### src/rtl/video_capture_window_if.sv
// Control and frame-buffer write port of video_capture_window.
// master = capture block (drives the RAM write side), slave = controller / RAM.
interface video_capture_window_if #(
  parameter int unsigned DATA_BITS = 24,
  parameter int unsigned ADDR_BITS = 16
);
  logic                 start;
  logic                 busy;
  logic                 done;
  logic                 err;
  logic                 wr_en;
  logic [ADDR_BITS-1:0] wr_addr;
  logic [DATA_BITS-1:0] wr_data;

  modport master (
    input  start,
    output busy, done, err, wr_en, wr_addr, wr_data
  );

  modport slave (
    output start,
    input  busy, done, err, wr_en, wr_addr, wr_data
  );
endinterface

### src/rtl/video_capture_window.sv
// Captures one rectangular window of one video frame into a frame-buffer RAM write port.
// Optional macro CAPTURE_GRAY_EN: store {Y,Y,Y} luma instead of RGB, adding one pipeline stage.
module video_capture_window #(
  parameter int unsigned COCLOR_DEPP = 8,
  parameter int unsigned X_BITS      = 12,
  parameter int unsigned Y_BITS      = 12,
  parameter int unsigned WIN_X0      = 640,
  parameter int unsigned WIN_Y0      = 412,
  parameter int unsigned WIN_W       = 256,
  parameter int unsigned WIN_H       = 256,
  parameter int unsigned ADDR_BITS   = 16,
  parameter bit          VS_POL      = 1'b1
) (
  input  logic                     pix_clk,
  input  logic                     rstn,
  input  logic                     vs_in,
  input  logic                     hs_in,
  input  logic                     de_in,
  input  logic [3*COCLOR_DEPP-1:0] pixel_in,
  video_capture_window_if.master   cap
);

  localparam int unsigned          PW        = 3 * COCLOR_DEPP;
  localparam logic [ADDR_BITS-1:0] LAST_ADDR = ADDR_BITS'(WIN_W * WIN_H - 1);

  localparam logic [1:0] ST_IDLE    = 2'd0;
  localparam logic [1:0] ST_ARM     = 2'd1;
  localparam logic [1:0] ST_CAPTURE = 2'd2;

  logic unused_hs;
  assign unused_hs = hs_in;

  // S1 input registers plus one-cycle history for edge detection
  logic          vs_q, vs_prev_q, de_q, de_prev_q;
  logic [PW-1:0] pix_q;

  always_ff @(posedge pix_clk or negedge rstn) begin
    if (!rstn) begin
      vs_q      <= 1'b0;
      vs_prev_q <= 1'b0;
      de_q      <= 1'b0;
      de_prev_q <= 1'b0;
      pix_q     <= '0;
    end else begin
      vs_q      <= vs_in;
      vs_prev_q <= vs_q;
      de_q      <= de_in;
      de_prev_q <= de_q;
      pix_q     <= pixel_in;
    end
  end

  logic frame_start, de_fall;
  assign frame_start = VS_POL ? (vs_q & ~vs_prev_q) : (~vs_q & vs_prev_q);
  assign de_fall     = de_prev_q & ~de_q;

  // x_q is the column of the pixel currently in S1; y_q its line
  logic [X_BITS-1:0] x_q, x_d;
  logic [Y_BITS-1:0] y_q, y_d;

  always_comb begin
    x_d = x_q;
    if (!de_q)        x_d = '0;
    else if (~&x_q)   x_d = x_q + X_BITS'(1);
    y_d = y_q;
    if (frame_start)               y_d = '0;
    else if (de_fall && (~&y_q))   y_d = y_q + Y_BITS'(1);
  end

  always_ff @(posedge pix_clk or negedge rstn) begin
    if (!rstn) begin
      x_q <= '0;
      y_q <= '0;
    end else begin
      x_q <= x_d;
      y_q <= y_d;
    end
  end

  logic in_win;
  assign in_win = de_q &&
                  (32'(x_q) >= WIN_X0) && (32'(x_q) < WIN_X0 + WIN_W) &&
                  (32'(y_q) >= WIN_Y0) && (32'(y_q) < WIN_Y0 + WIN_H);

  logic [1:0]           state_q, state_d;
  logic [ADDR_BITS-1:0] cnt_q, cnt_d;
  logic                 last_q, last_d;
  logic                 we_s_q, we_s_d, done_s_q, done_s_d, err_s_q, err_s_d;
  logic [ADDR_BITS-1:0] waddr_s_q, waddr_s_d;
  logic [PW-1:0]        wdata_s_q, wdata_s_d;
  logic                 busy;

  always_comb begin
    state_d   = state_q;
    cnt_d     = cnt_q;
    last_d    = last_q;
    we_s_d    = 1'b0;
    waddr_s_d = waddr_s_q;
    wdata_s_d = wdata_s_q;
    done_s_d  = 1'b0;
    err_s_d   = 1'b0;
    case (state_q)
      ST_IDLE: begin
        if (cap.start && !busy) state_d = ST_ARM;
      end
      ST_ARM: begin
        if (frame_start) begin
          state_d = ST_CAPTURE;
          cnt_d   = '0;
          last_d  = 1'b0;
        end
      end
      ST_CAPTURE: begin
        if (last_q) begin
          done_s_d = 1'b1;
          last_d   = 1'b0;
          state_d  = ST_IDLE;
        end else if (frame_start) begin
          done_s_d = 1'b1;
          err_s_d  = 1'b1;
          state_d  = ST_IDLE;
        end else if (in_win) begin
          we_s_d    = 1'b1;
          waddr_s_d = cnt_q;
          wdata_s_d = pix_q;
          // Hold the counter on the final address so it can never wrap
          if (cnt_q == LAST_ADDR) last_d = 1'b1;
          else                    cnt_d  = cnt_q + ADDR_BITS'(1);
        end
      end
      default: state_d = ST_IDLE;
    endcase
  end

  always_ff @(posedge pix_clk or negedge rstn) begin
    if (!rstn) begin
      state_q   <= ST_IDLE;
      cnt_q     <= '0;
      last_q    <= 1'b0;
      we_s_q    <= 1'b0;
      waddr_s_q <= '0;
      wdata_s_q <= '0;
      done_s_q  <= 1'b0;
      err_s_q   <= 1'b0;
    end else begin
      state_q   <= state_d;
      cnt_q     <= cnt_d;
      last_q    <= last_d;
      we_s_q    <= we_s_d;
      waddr_s_q <= waddr_s_d;
      wdata_s_q <= wdata_s_d;
      done_s_q  <= done_s_d;
      err_s_q   <= err_s_d;
    end
  end

`ifdef CAPTURE_GRAY_EN
  localparam int unsigned ACC_W = COCLOR_DEPP + 10;

  logic [COCLOR_DEPP-1:0] r, g, b, gray;
  logic [ACC_W-1:0]       acc;
  assign r    = wdata_s_q[PW-1 -: COCLOR_DEPP];
  assign g    = wdata_s_q[2*COCLOR_DEPP-1 -: COCLOR_DEPP];
  assign b    = wdata_s_q[COCLOR_DEPP-1:0];
  assign acc  = ACC_W'(r) * ACC_W'(77) + ACC_W'(g) * ACC_W'(150) + ACC_W'(b) * ACC_W'(29);
  assign gray = COCLOR_DEPP'(acc >> 8);

  logic                 we_o_q, done_o_q, err_o_q;
  logic [ADDR_BITS-1:0] waddr_o_q;
  logic [PW-1:0]        wdata_o_q;

  always_ff @(posedge pix_clk or negedge rstn) begin
    if (!rstn) begin
      we_o_q    <= 1'b0;
      done_o_q  <= 1'b0;
      err_o_q   <= 1'b0;
      waddr_o_q <= '0;
      wdata_o_q <= '0;
    end else begin
      we_o_q   <= we_s_q;
      done_o_q <= done_s_q;
      err_o_q  <= err_s_q;
      if (we_s_q) begin
        waddr_o_q <= waddr_s_q;
        wdata_o_q <= {gray, gray, gray};
      end
    end
  end

  // Stay busy while the done pulse is still travelling through the extra stage
  assign busy        = (state_q != ST_IDLE) || done_s_q;
  assign cap.wr_en   = we_o_q;
  assign cap.wr_addr = waddr_o_q;
  assign cap.wr_data = wdata_o_q;
  assign cap.done    = done_o_q;
  assign cap.err     = err_o_q;
`else
  assign busy        = (state_q != ST_IDLE);
  assign cap.wr_en   = we_s_q;
  assign cap.wr_addr = waddr_s_q;
  assign cap.wr_data = wdata_s_q;
  assign cap.done    = done_s_q;
  assign cap.err     = err_s_q;
`endif

  assign cap.busy = busy;

endmodule
### src/flat_wrapper.sv
// flat-port wrapper written by rule: the top's interface ports become plain ports
module video_capture_window_flat 
#(
  parameter int unsigned COCLOR_DEPP = 8,
  parameter int unsigned X_BITS      = 12,
  parameter int unsigned Y_BITS      = 12,
  parameter int unsigned WIN_X0      = 640,
  parameter int unsigned WIN_Y0      = 412,
  parameter int unsigned WIN_W       = 256,
  parameter int unsigned WIN_H       = 256,
  parameter int unsigned ADDR_BITS   = 16,
  parameter bit          VS_POL      = 1'b1
)
  (pix_clk, rstn, vs_in, hs_in, de_in, pixel_in, cap_start, cap_busy, cap_done, cap_err, cap_wr_en, cap_wr_addr, cap_wr_data);
  video_capture_window_if #(.ADDR_BITS(ADDR_BITS)) cap_i ();
  input  logic pix_clk;
  input  logic rstn;
  input  logic vs_in;
  input  logic hs_in;
  input  logic de_in;
  input  logic [3*COCLOR_DEPP-1:0] pixel_in;
  input wire logic [$bits(cap_i.start)-1:0] cap_start;
  output wire logic [$bits(cap_i.busy)-1:0] cap_busy;
  output wire logic [$bits(cap_i.done)-1:0] cap_done;
  output wire logic [$bits(cap_i.err)-1:0] cap_err;
  output wire logic [$bits(cap_i.wr_en)-1:0] cap_wr_en;
  output wire logic [$bits(cap_i.wr_addr)-1:0] cap_wr_addr;
  output wire logic [$bits(cap_i.wr_data)-1:0] cap_wr_data;
  assign cap_i.start = cap_start;
  assign cap_busy = cap_i.busy;
  assign cap_done = cap_i.done;
  assign cap_err = cap_i.err;
  assign cap_wr_en = cap_i.wr_en;
  assign cap_wr_addr = cap_i.wr_addr;
  assign cap_wr_data = cap_i.wr_data;
  video_capture_window #(.COCLOR_DEPP(COCLOR_DEPP), .X_BITS(X_BITS), .Y_BITS(Y_BITS), .WIN_X0(WIN_X0), .WIN_Y0(WIN_Y0), .WIN_W(WIN_W), .WIN_H(WIN_H), .ADDR_BITS(ADDR_BITS), .VS_POL(VS_POL)) u_core (.pix_clk(pix_clk), .rstn(rstn), .vs_in(vs_in), .hs_in(hs_in), .de_in(de_in), .pixel_in(pixel_in), .cap(cap_i));
endmodule
### config.mk
export PLATFORM = sky130hd
export DESIGN_NAME = video_capture_window_flat
export DESIGN_NICKNAME = d
export VERILOG_FILES = /design/src/rtl/video_capture_window_if.sv /design/src/rtl/video_capture_window.sv /design/src/flat_wrapper.sv
export SDC_FILE = /design/constraint.sdc
export NUM_CORES = 1
export LEC_CHECK = 0
export ABC_CLOCK_PERIOD_IN_PS = 2400
export BUFFER_PORTS_ARGS = -buffer_cell sky130_fd_sc_hd__clkbuf_2
export CAP_MARGIN = 5
export CORE_ASPECT_RATIO = 1.2
export CORE_MARGIN = 4
export CORE_UTILIZATION = 55
export DETAILED_ROUTE_END_ITERATION = 10
export GPL_ROUTABILITY_DRIVEN = 0
export PLACE_DENSITY = 0.78
export REMOVE_ABC_BUFFERS = 1
export SYNTH_ARGS = -nofsm -noshare
export SYNTH_HDL_FRONTEND = slang
export SYNTH_SLANG_ARGS = --single-unit
### constraint.sdc
create_clock -name pix_clk -period 2.4 [get_ports pix_clk]
set_input_delay 0.6 -clock pix_clk [delete_from_list [all_inputs] [get_ports pix_clk]]
set_output_delay 0.6 -clock pix_clk [all_outputs]
set_load 0.005 [all_outputs]
; ---- Word level (Yosys, flattened, before mapping)
; Index checks and enable logic that the tools add are counted.
[op_classes]
add_sub_neg = 3
magnitude_cmp = 4
bitwise = 6
n_reduce_logical = 18
mux = 30
multipliers = 0
div_mod_pow = 0
shifts = 0
eq_ne = 11
[op_table]
columns = cell, n
row1 = two-way mux 16 bit, 5
row2 = two-way mux 12 bit, 4
row3 = case mux 16 bit (2 select lines), 1
row4 = "adder 12 x 1 -> 12 bit, second input constant", 2
row5 = "less-than comparator 12 x 10 -> 1 bit, second input constant", 2
row6 = AND reduction 12 bit, 2
row7 = "adder 16 x 1 -> 16 bit, second input constant", 1
row8 = "equality test 16 bit, second input constant", 1
row9 = two-way mux 1 bit, 14
row10 = "greater-or-equal comparator 12 x 10 -> 1 bit, second input constant", 1
row11 = "greater-or-equal comparator 12 x 9 -> 1 bit, second input constant", 1
row12 = two-way mux 2 bit, 4
row13 = "!= test 2 bit, second input constant", 4
row14 = logical AND 1 bit, 6
row15 = "!= test 2 x 1 -> 1 bit, second input constant", 3
row16 = case mux 2 bit (3 select lines), 1
row17 = AND reduction 6 bit, 1
row18 = nonzero test 2 bit, 3
row19 = NOT 1 bit, 4
row20 = AND reduction 4 bit, 1
row21 = "!= test 3 x 1 -> 1 bit, second input constant", 1
row22 = AND reduction 3 bit, 1
row23 = bitwise AND 1 bit, 2
row24 = "equality test 2 x 1 -> 1 bit, second input constant", 1
row25 = 5 further kinds, 6
[word_totals]
latchBits = 0
n_memories = 0
rom_bits = 0
out_inout_bits = 44
ramBits = 0
register_bits = 114
word_cells = 87

; ---- Logic depth before layout (Yosys ltp)
[depth]
depth_word = 9
mapped_depth = 8

; ---- Worst setup path after synthesis
; OpenSTA, ideal clock, no wires.
[synth_timing]
path_type = flip-flop to flip-flop
startpoint = register u_core.y_q[3]
endpoint = register u_core.waddr_s_q[10] (netlist: u_core.cap.wr_addr[10])
slack_ns = 0.352
n_path_buf = 2
arrival_time_ns = 1.923
path_stages_with_launch = 7
required_ns = 2.275
cell_sequence = dfrtp_1 -> a311o_1 -> a311oi_2 -> o2111a_1 -> buf_2 -> buf_4 -> mux2_2
[synth_via]
elab_chain_cells = 4
word_cells_on_any_way = 5
cone_classes = 2 x order compare / 3 x reduce/logical
[synth_rtl]
columns = element, line
row1 = from (decl), video_capture_window.sv:59  ; logic [Y_BITS-1:0] y_q, y_d;
row2 = from (signal assigned), video_capture_window.sv:76  ; y_q <= y_d;
row3 = greater-or-equal comparator 12 x 9 -> 1 bit, video_capture_window.sv:83  ; (32'(y_q) >= WIN_Y0) && (32'(y_q) < WIN_Y0 + WIN_H);
row4 = logical AND 1 bit, video_capture_window.sv:82  ; (32'(x_q) >= WIN_X0) && (32'(x_q) < WIN_X0 + WIN_W) &&
row5 = logical AND 1 bit (*), video_capture_window.sv:83
row6 = AND reduction 4 bit (no line) (*), n/a
row7 = to (signal assigned), video_capture_window.sv:150  ; waddr_s_q <= waddr_s_d;
row8 = to (decl), video_capture_window.sv:89  ; logic [ADDR_BITS-1:0] waddr_s_q, waddr_s_d;
; Every way passes the cells marked *; elsewhere a longest branch is shown, timed or not.
; A chain may end at the register's enable or synchronous reset.

; ---- Final worst setup path
[layout_timing]
startpoint = register u_core.y_q[3]
endpoint = register u_core.waddr_s_q[11] (netlist: u_core.cap.wr_addr[11])
; The elaborated chain is that of the path after synthesis.

==> results.yml <==
sta:
  clock_skew_ns: 0.00990
  hold_violations: 0
  setup_viol: 0
  rsz0062_at_grt: "false"
  max_freq_mhz: 452
  tightestPinTransition_ns: 0.770
  maxSlewHeadroom_pct: 48.6
  fin_crit_ns: 2.21
  min_period_over_period_pct: 92.2
  slew_violations: 0
  setup-tns-final_ns: 0
grt:
  grt_usage_pct: 21.1
  grt_overflow: 0
  grt_pass1_vias: 3613
  grt_pass1_wl_um: 16500
  grt_max_degree: 44
  grt_antenna_before_repair: 0
floorplanning:
  core_area_um2: 8290
  row_count: 36
  die_h_um: 110
  die_w_um: 93.0
  die-area_um2: 10200
  ios: 74
  initial_core_util_pct: 57.5
yosys:
  ys_seq_area_share_pct: 59.9
  ys.flop_type: "dfrtp_1"
  yosysTopAreaCell: "dfrtp_1"
  synth_cell_types: 49
  synth_cells: 392
  synth_warnings: 0
  syn_area_um2: 4760
  async_reset_ff_share_pct: 100
  yosysTopAreaCellShare_pct: 59.9
  synth_area_per_cell_um2: 12.2
  synth_top_cells_by_area: "dfrtp_1, mux2_2, nand3_1"
  synth-seq-cells: 114
  synth_edf_count: 0
place:
  placed_cell_area_um2: 5340
  dp_hpwl_um: 6640
  port_buffers: 72
clock_tree:
  cts_tree: "built"
  clkSinkCount: 114
  htreeDepth: 4
  cts_resized: 0
  hold_buffers: 0
  postCtsSetupBuffers: 0
  cts.clk_slew.worst_paths_ns: 0.06
  numCtsBuffers: 17
  clockRootBuffer: "clkbuf_8"
  clkLatencyLatePin_ns: 0.52
  cts_buffer_depth: 2
layout:
  fin_util_pct: 71.3
  diodes: 0
  syn2layout_area_growth_pct: 24.1
  finalNetCount: 517
  finalInstanceArea_um2: 5910
  drive_gt1_share_pct: 34.1
routing:
  avgViaCountPerCell: 5.68
  first_iter_violations: 272
  wl_per_cell_um: 16.5
  drc: 0
  wirelength_um: 10100
  antenna_left: 0
  firstDrtPassIters: 6
  vias: 3462
setup_path:
  critPathMaxFanout: 42
  critPathTopFamily: "compound AO/OA/AOI/OAI gates"
  criticalPathCategory: "flip-flop to flip-flop"
  critPathLaunchType: "flip-flop"
  path_buf_inv: 1
  cp_slowest_stage_delay_ns: 0.42
  cp.arrival_ns: 2.62
  path_cells: "a311o_1 -> a311oi_2 -> o2111a_2 -> buf_12 -> mux2_2"
  endpoint_kind: "flip-flop"
  crit_path_top_delay_cell: "dfrtp_1"
  crit_required_ns: 2.80
power:
  peakVddDrop_v: 0.000553
  p_per_area_nw_per_um2: 779
  p_leak_nw: 2.85
job:
  maxCapViolations: 0
status:
  status: "complete, no violations"
worst_hold_path:
  hold_path_class: "input pin to asynchronous set/reset pin"
## kinds of logic (layout without fill, tap and decap cells)
group / after synthesis / after routing / synth area share (%)
simple gates: 147 / 147 / 16.9
flops: 114 / 114 / 59.9
compound gates: 44 / 44 / 6.30
mux: 43 / 43 / 10.1
buf+inv: 21 / 125 / 2.23
xor+xnor: 19 / 19 / 3.49
fa+ha+maj: 4 / 4 / 1.05
## layout by cell type (no fill, tap or decap), types with 3 or more instances in the layout
| cell | n |
|---|---|
| nor2_1 | 29 |
| ha_1 | 4 |
| clkbuf_2 | 71 |
| nand2b_1 | 4 |
| or4_1 | 9 |
| and3_1 | 7 |
| and2_1 | 4 |
| mux2i_1 | 3 |
| clkbuf_8 | 3 |
| clkinv_4 | 7 |
| and4_1 | 7 |
| o21ai_0 | 4 |
| buf_12 | 3 |
| or2_2 | 4 |
| nand2_1 | 23 |
| mux2_2 | 40 |
| nor4_1 | 6 |
| o31ai_1 | 10 |
| nor2b_1 | 3 |
| nand3_1 | 26 |
| nor3_1 | 8 |
| a21oi_1 | 15 |
| nand4_1 | 6 |
| buf_4 | 14 |
| inv_1 | 5 |
| xor2_1 | 7 |
| dfrtp_1 | 114 |
| xnor2_1 | 12 |
| clkbuf_16 | 16 |
## final timing paths
check | end | start | slack, ns | depth (start not counted)
min | u_core.x_q[2] | rstn | 0.08 | 1
min reg2reg | u_core.vs_prev_q | u_core.vs_q | 0.43 | 0
max reg2reg | u_core.cap.wr_addr[11] | u_core.y_q[3] | 0.19 | 5
min in group pix_clk | u_core.pix_q[14] | pixel_in[14] | 0.18 | 1
max in group asynchronous | u_core.cap.wr_data[17] | rstn | 1.70 | 2
max | u_core.cap.wr_addr[11] | u_core.y_q[3] | 0.19 | 5
## stage by stage
stage | total power, mW | setup WS, ns | cells | hold WS (ns)
after floorplan | 2.14 | -0.326 | 376 | 0.304
final | 4.60 | 0.188 | 610 | 0.0846
after detailed placement | 2.28 | 0.208 | 578 | 0.396
after CTS | 4.65 | 0.197 | 610 | 0.0891
after global routing | 4.77 | 0.0990 | 610 | 0.127
after global placement | 2.26 | 0.258 | 578 | 0.380
## per-layer routing
metal / track usage (%) / vias to the layer above / routed length (um)
met5: 0 / - / 0
met4: 9.11 / 0 / 164
met3: 6.91 / 22 / 568
met2: 35.8 / 114 / 5380
met1: 24.7 / 1722 / 3980
li1: - / 1604 / -
## synthesized netlist by cell type, drive strengths merged (3+ instances only)
library cell    n
nor4            8
nor2           30
xnor2          12
xor2            7
o31ai          10
and4            7
a21oi          15
ha              4
nand2b          4
dfrtp         114
or4             9
nand3          26
o21ai           4
nor3            8
clkbuf          6
nand4           6
or2             4
and3            7
mux2           40
inv             5
nand2          23
nor2b           3
buf            10
and2            4
mux2i           3
## report_power, final
group	switching [mW]	total, mW	internal [mW]	leakage [nW]
Combinational	0.141	0.232	0.0918	1.05
Sequential	0.0399	2.01	1.97	1.52
Clock	0.917	2.36	1.44	0.275
Total	1.10	4.60	3.51	2.85
## flip-flops by register name, indices dropped and copies added, names as in the netlist, 2 cells and up
signal and cells:
u_core.cnt_q 16, u_core.cap.wr_addr 16, u_core.state_q 2, u_core.cap.wr_data 24
u_core.y_q 12, u_core.pix_q 24, u_core.x_q 12
## layout make-up
cell class	count	area [um^2]
sequential	114	2850
fill	565	2380
multi-input combinational	257	1810
timing repair buffer	88	520
clock buffer	19	442
tap	114	143
clock inverter	13	129
inverter	5	18.8
(Power assumes the default switching activity.)
